File: src/rtl/fifos_to_axis_rr_arbiter.sv
// Round-robin drain of NUM_FIFOS read ports onto one AXI4-Stream master.
// Bursts of up to BURST_LEN beats per grant, source index on tdest.
module fifos_to_axis_rr_arbiter #(
  parameter int NUM_FIFOS  = 4,
  parameter int DATA_WIDTH = 32,
  parameter int BURST_LEN  = 8
) (
  input  logic                            clk,
  input  logic                            rst,
  input  logic                            en,
  input  logic [NUM_FIFOS-1:0]            fifo_empty,
  output logic [NUM_FIFOS-1:0]            fifo_rena,
  input  logic [NUM_FIFOS*DATA_WIDTH-1:0] fifo_rdata,
  output logic [DATA_WIDTH-1:0]           m_axis_tdata,
  output logic                            m_axis_tvalid,
  input  logic                            m_axis_tready,
  output logic                            m_axis_tlast,
  output logic [$clog2(NUM_FIFOS)-1:0]    m_axis_tdest,
  output logic                            busy
);

  localparam int IDX_W = $clog2(NUM_FIFOS);
  localparam int CNT_W = $clog2(BURST_LEN + 1);
  localparam logic [CNT_W-1:0] BL    = CNT_W'(BURST_LEN);
  localparam logic [CNT_W-1:0] BL_M1 = CNT_W'(BURST_LEN - 1);
  localparam logic [IDX_W:0]   NF    = (IDX_W+1)'(NUM_FIFOS);

  typedef enum logic [1:0] {IDLE, BURST, WAIT_LAST} state_t;

  state_t state, state_nx;
  logic [IDX_W-1:0] grant, grant_nx;
  logic [IDX_W-1:0] last_grant, last_grant_nx;
  logic [IDX_W-1:0] pick, cand;
  logic [IDX_W:0]   sum;
  logic             found;
  logic [CNT_W-1:0] issued, issued_nx;
  logic             inflight, rd, pop, cap_last;
  logic [2:0]       occ;
  logic [1:0]       buf_cnt;
  logic [DATA_WIDTH-1:0] d0, d1, cap_data;
  logic             l0, l1;
  logic [IDX_W-1:0] t0, t1;
  logic [DATA_WIDTH-1:0] rdata_a [NUM_FIFOS];

  for (genvar i = 0; i < NUM_FIFOS; i++) begin : g_unpack
    assign rdata_a[i] = fifo_rdata[i*DATA_WIDTH +: DATA_WIDTH];
  end

  assign m_axis_tvalid = buf_cnt != 2'd0;
  assign m_axis_tdata  = d0;
  assign m_axis_tlast  = l0;
  assign m_axis_tdest  = t0;
  assign busy          = (state != IDLE) || (buf_cnt != 2'd0);

  assign pop      = m_axis_tvalid && m_axis_tready;
  assign occ      = {1'b0, buf_cnt} + {2'b0, inflight} - {2'b0, pop};
  assign cap_data = rdata_a[grant];
  assign cap_last = (issued == BL) || fifo_empty[grant];
  assign fifo_rena = rd ? (NUM_FIFOS'(1) << grant) : '0;

  // first non-empty index after last_grant, wrapping
  always_comb begin
    found = 1'b0;
    pick  = '0;
    sum   = '0;
    cand  = '0;
    for (int k = 1; k <= NUM_FIFOS; k++) begin
      sum = {1'b0, last_grant} + (IDX_W+1)'(k);
      if (sum >= NF) sum = sum - NF;
      cand = sum[IDX_W-1:0];
      if (!found && !fifo_empty[cand]) begin
        found = 1'b1;
        pick  = cand;
      end
    end
  end

  always_comb begin
    state_nx      = state;
    grant_nx      = grant;
    last_grant_nx = last_grant;
    issued_nx     = issued;
    rd            = 1'b0;
    unique case (state)
      IDLE: begin
        if (en && found) begin
          grant_nx  = pick;
          issued_nx = '0;
          state_nx  = BURST;
        end
      end
      BURST: begin
        rd = !fifo_empty[grant] && (issued != BL) && (occ < 3'd2);
        if (rd) issued_nx = issued + 1'b1;
        // an empty source at capture closes the burst early
        if (inflight && cap_last) begin
          state_nx      = IDLE;
          last_grant_nx = grant;
        end else if (rd && issued == BL_M1) begin
          state_nx = WAIT_LAST;
        end else if (fifo_empty[grant] && !inflight) begin
          state_nx      = IDLE;
          last_grant_nx = grant;
        end
      end
      WAIT_LAST: begin
        if (inflight) begin
          state_nx      = IDLE;
          last_grant_nx = grant;
        end
      end
      default: state_nx = IDLE;
    endcase
  end

  always_ff @(posedge clk or posedge rst) begin
    if (rst) begin
      state      <= IDLE;
      grant      <= '0;
      last_grant <= IDX_W'(NUM_FIFOS - 1);
      issued     <= '0;
      inflight   <= 1'b0;
    end else begin
      state      <= state_nx;
      grant      <= grant_nx;
      last_grant <= last_grant_nx;
      issued     <= issued_nx;
      inflight   <= rd;
    end
  end

  // two-entry output buffer, entry 0 is the head
  always_ff @(posedge clk or posedge rst) begin
    if (rst) begin
      buf_cnt <= 2'd0;
      d0 <= '0; l0 <= 1'b0; t0 <= '0;
      d1 <= '0; l1 <= 1'b0; t1 <= '0;
    end else begin
      unique case (buf_cnt)
        2'd0: begin
          if (inflight) begin
            d0 <= cap_data; l0 <= cap_last; t0 <= grant;
            buf_cnt <= 2'd1;
          end
        end
        2'd1: begin
          if (inflight && pop) begin
            d0 <= cap_data; l0 <= cap_last; t0 <= grant;
          end else if (inflight) begin
            d1 <= cap_data; l1 <= cap_last; t1 <= grant;
            buf_cnt <= 2'd2;
          end else if (pop) begin
            buf_cnt <= 2'd0;
          end
        end
        default: begin
          if (pop) begin
            d0 <= d1; l0 <= l1; t0 <= t1;
            if (inflight) begin
              d1 <= cap_data; l1 <= cap_last; t1 <= grant;
            end else begin
              buf_cnt <= 2'd1;
            end
          end
        end
      endcase
    end
  end

endmodule

File: config.mk
export PLATFORM = sky130hd
export DESIGN_NAME = fifos_to_axis_rr_arbiter
export DESIGN_NICKNAME = d
export VERILOG_FILES = /design/src/rtl/fifos_to_axis_rr_arbiter.sv
export SDC_FILE = /design/constraint.sdc
export NUM_CORES = 1
export LEC_CHECK = 0
export ABC_AREA = 1
export CAP_MARGIN = 20
export CORE_ASPECT_RATIO = 0.9
export CORE_UTILIZATION = 45
export CTS_CLUSTER_DIAMETER = 200
export DETAILED_ROUTE_END_ITERATION = 7
export GPL_TIMING_DRIVEN = 0
export MAX_ROUTING_LAYER = met4
export PLACE_DENSITY = 0.92
export SYNTH_ARGS = -nofsm -noshare
export SYNTH_HDL_FRONTEND = slang
export SYNTH_SLANG_ARGS = --single-unit
export TNS_END_PERCENT = 10
File: constraint.sdc
create_clock -name clk -period 3.2 [get_ports clk]
set_input_delay 0.48 -clock clk [delete_from_list [all_inputs] [get_ports clk]]
set_output_delay 0.48 -clock clk [all_outputs]
set_load 0.005 [all_outputs]
==> results.py, run 1 <==
metrics = {
    "cells_and_area": {
        "layout.nets": 982,
        "num_antenna_cells": 0,
        "multi_input_area_sq_um": 2268,
        "area_delta_synth_final_pct": 49.63,
        "fin_area_sq_um": 6994,
        "drive_gt1_share_pct": 7.075,
        "final_core_util_pct": 70.87,
        "n_fill_cell": 784,
        "seq_area_sq_um": 2079,
    },
    "die": {
        "die_w_um": 109.4,
        "coreArea_sq_um": 9869,
        "dieArea_sq_um": 10800,
        "io_pins": 177,
        "num_rows": 34,
        "start_util_pct": 47.36,
        "die_h_um": 98.69,
    },
    "sta": {
        "rsz0062_at_grt": "true",
        "fin_skew_ns": 0.008713,
        "worst_slew_pin_slew_ns": 0.6670,
        "min_period_ns": 3.203,
        "hold_violations": 0,
        "holdWs_ns": 0.4099,
        "fin_ws_ns": -0.003171,
        "setup_violations": 1,
        "slew_headroom_pct": 55.53,
        "slew_violations": 0,
        "max_freq_mhz": 312.2,
        "fin_crit_sh_pct": 100.1,
    },
    "yosys": {
        "synth_edf_count": 0,
        "synth_top_area_cell": "dfrtp_1",
        "synth-seq-cells": 83,
        "synthesis.nets": 788,
        "synth_async_sr_flop_share_pct": 100.0,
        "yosysUniqueCellTypes": 31,
        "ys.flop_type": "dfrtp_1",
        "yosys_warnings": 0,
        "ys_top_cells_by_area": "dfrtp_1 (43%), nand2_1 (20%), a22oi_1 (5.8%)",
        "ys_seq_area_share_pct": 44.49,
        "synth_cells": 649,
        "avgSynthCellArea_sq_um": 7.203,
        "syn_area_sq_um": 4674,
        "synth_top_area_share_pct": 43.36,
    },
    "clocking": {
        "htreeDepth": 3,
        "cts-root-buf": "clkbuf_16",
        "cts_tree": "built",
        "clk_pin_slew_ns": 0.06,
        "cts_buffer_depth": 2,
        "numCtsBuffers": 9,
        "cts.sinks": 83,
        "clk-insertion-delay-late_ns": 0.34,
        "cts_hold_buf": 0,
    },
    "status": {
        "status": "finished, violations left",
        "violations": "setup timing",
    },
    "grt": {
        "grt_antenna_before_repair": 0,
        "overflow": 0,
        "grt_pass1_vias": 5103,
        "grt_max_degree": 70,
        "grt_pass1_wl_mm": 25.06,
        "grt_usage_pct": 31.41,
    },
    "place": {
        "dp_hpwl_mm": 11.55,
        "placed_cell_area_sq_um": 6624,
        "port_buffers": 176,
        "pre_cts_slack_ns": -0.4993,
        "gp_congestion": 0.9236,
    },
    "routing": {
        "drtIter0Drc": 408,
        "wl_per_cell_um": 16.65,
        "via_count": 5408,
        "drt-vias-per-instance": 5.552,
        "drt_pass1_iterations": 5,
        "routed_wl_mm": 16.22,
        "drc": 0,
        "antenna_left": 0,
    },
    "pwr": {
        "power.density_nw_per_um2": 386.0,
        "power_mw": 2.700,
        "peakVddDrop_mv": 0.2755,
        "leakage_nw": 3.309,
    },
    "critical_path": {
        "critPathKind": "input pin to output pin",
        "critPathMaxStageDelay_ns": 0.50,
        "crit_path_cell_trace": "clkdlybuf4s15_1, inv_1, nor3_4, o21ai_1, fa_1, o21ai_0, a21oi_2, nand4_4, nor2_1, clkdlybuf4s50_1",
        "arrival_ns": 2.72,
        "cpMaxStageDelayCell": "clkdlybuf4s50_1",
        "required_ns": 2.72,
        "cp_max_fo": 5,
        "crit_path_start_kind": "input pin",
        "cp-end-kind": "output pin",
    },
    "min_path": {
        "hold_path.class": "input pin to asynchronous set/reset pin",
    },
    "flow_run": {
        "cap_viol_max_count": 0,
    },
}
-- worst paths after layout --
check                                      from               to  slack (ns)  cells past startpoint
worst min-delay path                        rst  m_axis_tdata[6]        0.41                      2
worst min register to register  m_axis_tdata[9]  m_axis_tdata[9]        0.48                      2
min in group clk                m_axis_tdata[9]  m_axis_tdata[9]        0.48                      2
worst max register to register       buf_cnt[1]        issued[1]        1.02                     12
max in group asynchronous                   rst    last_grant[1]        2.17                      3
worst max-delay path              m_axis_tready     fifo_rena[1]      -0.003                     10
-- timing repair --
item | in CTS | in global routing
pin swaps | 3 | 0
resized for setup | 8 | 1
setup buffers | 6 | 0
setup endpoints to repair | 4 | 4
-- layout by cell type, fill, tap and decap left out, types with 4 or more instances in the layout --
cell	count
nand2_1	243
clkdlybuf4s50_1	174
dfrtp_1	81
a21oi_1	52
nor2_1	46
inv_1	36
a22oi_1	36
o21ai_0	26
clkbuf_1	18
nand4_1	18
o21ai_1	17
nand3_1	15
buf_2	14
a31oi_1	12
inv_2	9
clkbuf_16	9
buf_4	7
buf_1	4
-- registers in the layout, indices dropped and copies added, names as in the netlist --
| register | flops |
|---|---|
| m_axis_tlast | 1 |
| l1 | 1 |
| m_axis_tdata | 32 |
| grant | 2 |
| state | 2 |
| m_axis_tdest | 2 |
| t1 | 2 |
| d1 | 32 |
| buf_cnt | 2 |
| inflight | 1 |
| issued | 4 |
| last_grant | 2 |
-- worst max-delay path: cells and delay by family --
family / cells / cell delay, ns
adder cells (fa/ha/maj): 1 / 0.49
AND/OR/NAND/NOR: 3 / 0.48
buffers and inverters: 3 / 0.89
AO/OA/AOI/OAI: 3 / 0.37
-- report_power, final --
part	internal [mW]	switching, mW
Combinational	0.302	0.172
Clock	0.613	0.443
Sequential	1.13	0.0437
Total	2.04	0.658
-- cells by family after synthesis --
logic type	after synthesis	share of synthesized area, %
adder cells (fa/ha/maj)	3	0.9635
AND/OR/NAND/NOR	332	29.10
AO/OA/AOI/OAI	146	18.04
buffers and inverters	84	7.227
flip-flops	83	44.49
XOR/XNOR	1	0.1874
-- metrics by stage --
stage | setup TNS [ns] | std cells
final | -0.003171 | 974
after global routing | -0.4342 | 974
after CTS | 0 | 974
after detailed placement | -1.968 | 952
after global placement | -55.11 | 951
after floorplan | 0 | 649
-- Yosys cell counts (9+ instances only) --
cell / count
inv_2: 9
clkbuf_1: 17
nand3_1: 15
inv_1: 38
a31oi_1: 12
a22oi_1: 36
o21ai_0: 27
o21ai_1: 16
nand2_1: 243
nand4_1: 18
nor2_1: 46
buf_2: 15
dfrtp_1: 81
a21oi_1: 52
-- routing by layer --
layer	GRT usage [%]	up-vias	share of wire, %
li1	-	2536	-
met5	-	-	0
met1	36.98	2529	38
met2	50.94	298	48
met4	12.41	0	3.3
met3	8.399	45	11
-- final cells by class --
class	count	area share [%]
inverters	47	2.612
clock buffers	10	3.274
clock inverters	6	1.038
repair buffers	183	26.26
multi-input cells	482	32.43
plain buffers	37	2.397
flip-flops and latches	83	29.73
well taps	126	2.254
Power figures use the tool's default switching activity.
==> run 2, diff against run 1 <==
Settings changed: SETUP_SLACK_MARGIN set to 0.02.
==> run 2 against run 1 <==
Effect of this change:
- the run now ends clean
- clock power about the same
- maximum frequency up 0.57%
- total power down 0.13%
- design area about the same
- largest cell class unchanged
- largest power group unchanged
==> results.py, run 2 (synthesis gave the netlist of run 1 again) <==
metrics = {
    "grt": {
        "grt_antenna_before_repair": 0,
        "grt_usage_pct": 31.41,
        "overflow": 0,
        "grt_pass1_wl_mm": 25.06,
        "grt_max_degree": 70,
        "grt_pass1_vias": 5103,
    },
    "sta": {
        "fin_ws_ns": 0.01483,
        "hold_violations": 0,
        "fin_crit_sh_pct": 99.54,
        "rsz0062_at_grt": "true",
        "holdWs_ns": 0.4115,
        "max_freq_mhz": 314.0,
        "tns_ns": 0,
        "slew_headroom_pct": 56.55,
        "worst_slew_pin_slew_ns": 0.6518,
        "min_period_ns": 3.185,
        "setup_violations": 0,
        "slew_violations": 0,
        "fin_skew_ns": 0.008488,
    },
    "critical_path": {
        "regToRegSetupSlack_ns": 1.02,
        "cp_max_fo": 5,
        "cp-end-kind": "output pin",
        "required_ns": 2.72,
        "reg2reg_depth": 12,
        "crit_path_start_kind": "flop",
        "crit_path_start": "buf_cnt[1]",
        "crit_end": "fifo_rena[1]",
        "reg2reg_from": "buf_cnt[1]",
        "timing.rr.end": "issued[1]",
        "arrival_ns": 2.71,
        "critPathKind": "flop to output pin",
    },
    "cells_and_area": {
        "area_delta_synth_final_pct": 49.65,
        "fin_area_sq_um": 6995,
        "final_core_util_pct": 70.88,
        "num_antenna_cells": 0,
        "finalNonFillerCells": 974,
        "final_common_cell": "nand2_1",
        "drive_gt1_share_pct": 7.193,
        "final_cell_mix": "nand2_1 (243), clkdlybuf4s50_1 (174), dfrtp_1 (81)",
        "layout.nets": 982,
    },
    "die": {
        "io_pins": 177,
        "die_h_um": 98.69,
        "dieArea_sq_um": 10800,
        "coreArea_sq_um": 9869,
        "num_rows": 34,
        "start_util_pct": 47.36,
        "die_w_um": 109.4,
    },
    "clocking": {
        "cts_hold_buf": 0,
        "htreeDepth": 3,
        "clk_pin_slew_ns": 0.06,
        "cts-root-buf": "clkbuf_16",
        "numCtsBuffers": 9,
        "cts.sinks": 83,
        "clk-insertion-delay-late_ns": 0.34,
        "cts_buffer_depth": 2,
        "cts_tree": "built",
    },
    "place": {
        "gp_congestion": 0.9236,
        "placed_cell_area_sq_um": 6624,
        "place_inst": 952,
        "pre_cts_slack_ns": -0.4993,
        "port_buffers": 176,
        "dp_hpwl_mm": 11.55,
    },
    "pwr": {
        "p_comb_share_pct": 17.6,
        "clock_power_share_pct": 39.0,
        "leakage_nw": 3.309,
        "power_mw": 2.696,
        "seqPwrFrac_pct": 43.4,
        "net-switching-power_uw": 654.6,
        "swShare_pct": 24.28,
        "power.density_nw_per_um2": 385.4,
        "peakVddDrop_mv": 0.2744,
        "p_int_mw": 2.042,
    },
    "routing": {
        "drt_pass1_iterations": 5,
        "antenna_left": 0,
        "via_count": 5392,
        "wl_per_cell_um": 16.67,
        "drtIter0Drc": 409,
        "routed_wl_mm": 16.23,
        "drc": 0,
        "drt-vias-per-instance": 5.536,
    },
    "min_path": {
        "hold_path.class": "input pin to asynchronous set/reset pin",
    },
    "status": {
        "status": "finished clean",
    },
    "flow_run": {
        "cap_viol_max_count": 0,
    },
}
-- run 2: how the worst min path moves through the flow --
stage            from              end  slack (ns)  cells after the start
2_1_floorplan  d1[10]           d1[10]        0.44                      2
3_3_place_gp    d1[7]            d1[7]        0.46                      2
3_5_place_dp   d1[30]           d1[30]        0.46                      2
4_1_cts           rst  m_axis_tdata[6]        0.42                      2
5_1_grt           rst           d1[16]        0.43                      2
6_report          rst  m_axis_tdata[6]        0.41                      2
-- run 2: timing repair --
| action | CTS | global route |
|---|---|---|
| buffers inserted | 6 | 0 |
| resized for setup | 9 | 1 |
| hold endpoints to repair | 0 | 0 |
| pin swaps | 3 | 0 |
| endpoints found under the setup margin | 4 | 4 |
-- run 2: layout make-up --
cell class                 count  area [sq um]
sequential                    83          2079
inverter                      47         182.7
clock inverter                 6         72.57
tap                          126         157.7
fill                         784          2874
multi-input combinational    482          2268
clock buffer                  10         229.0
buffer                        37         167.7
timing repair buffer         183          1838
-- run 2: power by group through the flow --
stage                     combinational (mW)  sequential, mW  clock (mW)
final                                  0.475            1.17        1.05
after global routing                   0.514            1.18        1.09
after CTS                              0.475            1.17        1.05
after detailed placement               0.469            1.19           0
after global placement                 0.454            1.18           0
after floorplan                        0.131            1.19           0
-- run 2: metal layers --
metal | vias up | wire length, um | global-route usage, %
met5 | - | 0 | -
met4 | 0 | 565 | 12.41
met3 | 42 | 1723 | 8.399
met2 | 298 | 7702 | 50.94
met1 | 2519 | 6242 | 36.98
li1 | 2533 | - | -
-- run 2: worst max-delay path, stage by stage, from the launching register on --
cell and delay, ns:
dfrtp_1 0.36, buf_6 0.12, clkinvlp_4 0.10, nor3_4 0.14, o21ai_1 0.10, fa_1 0.49, o21ai_0 0.09, a21oi_2 0.18
nand4_4 0.14, nor2_1 0.14, clkdlybuf4s50_1 0.50
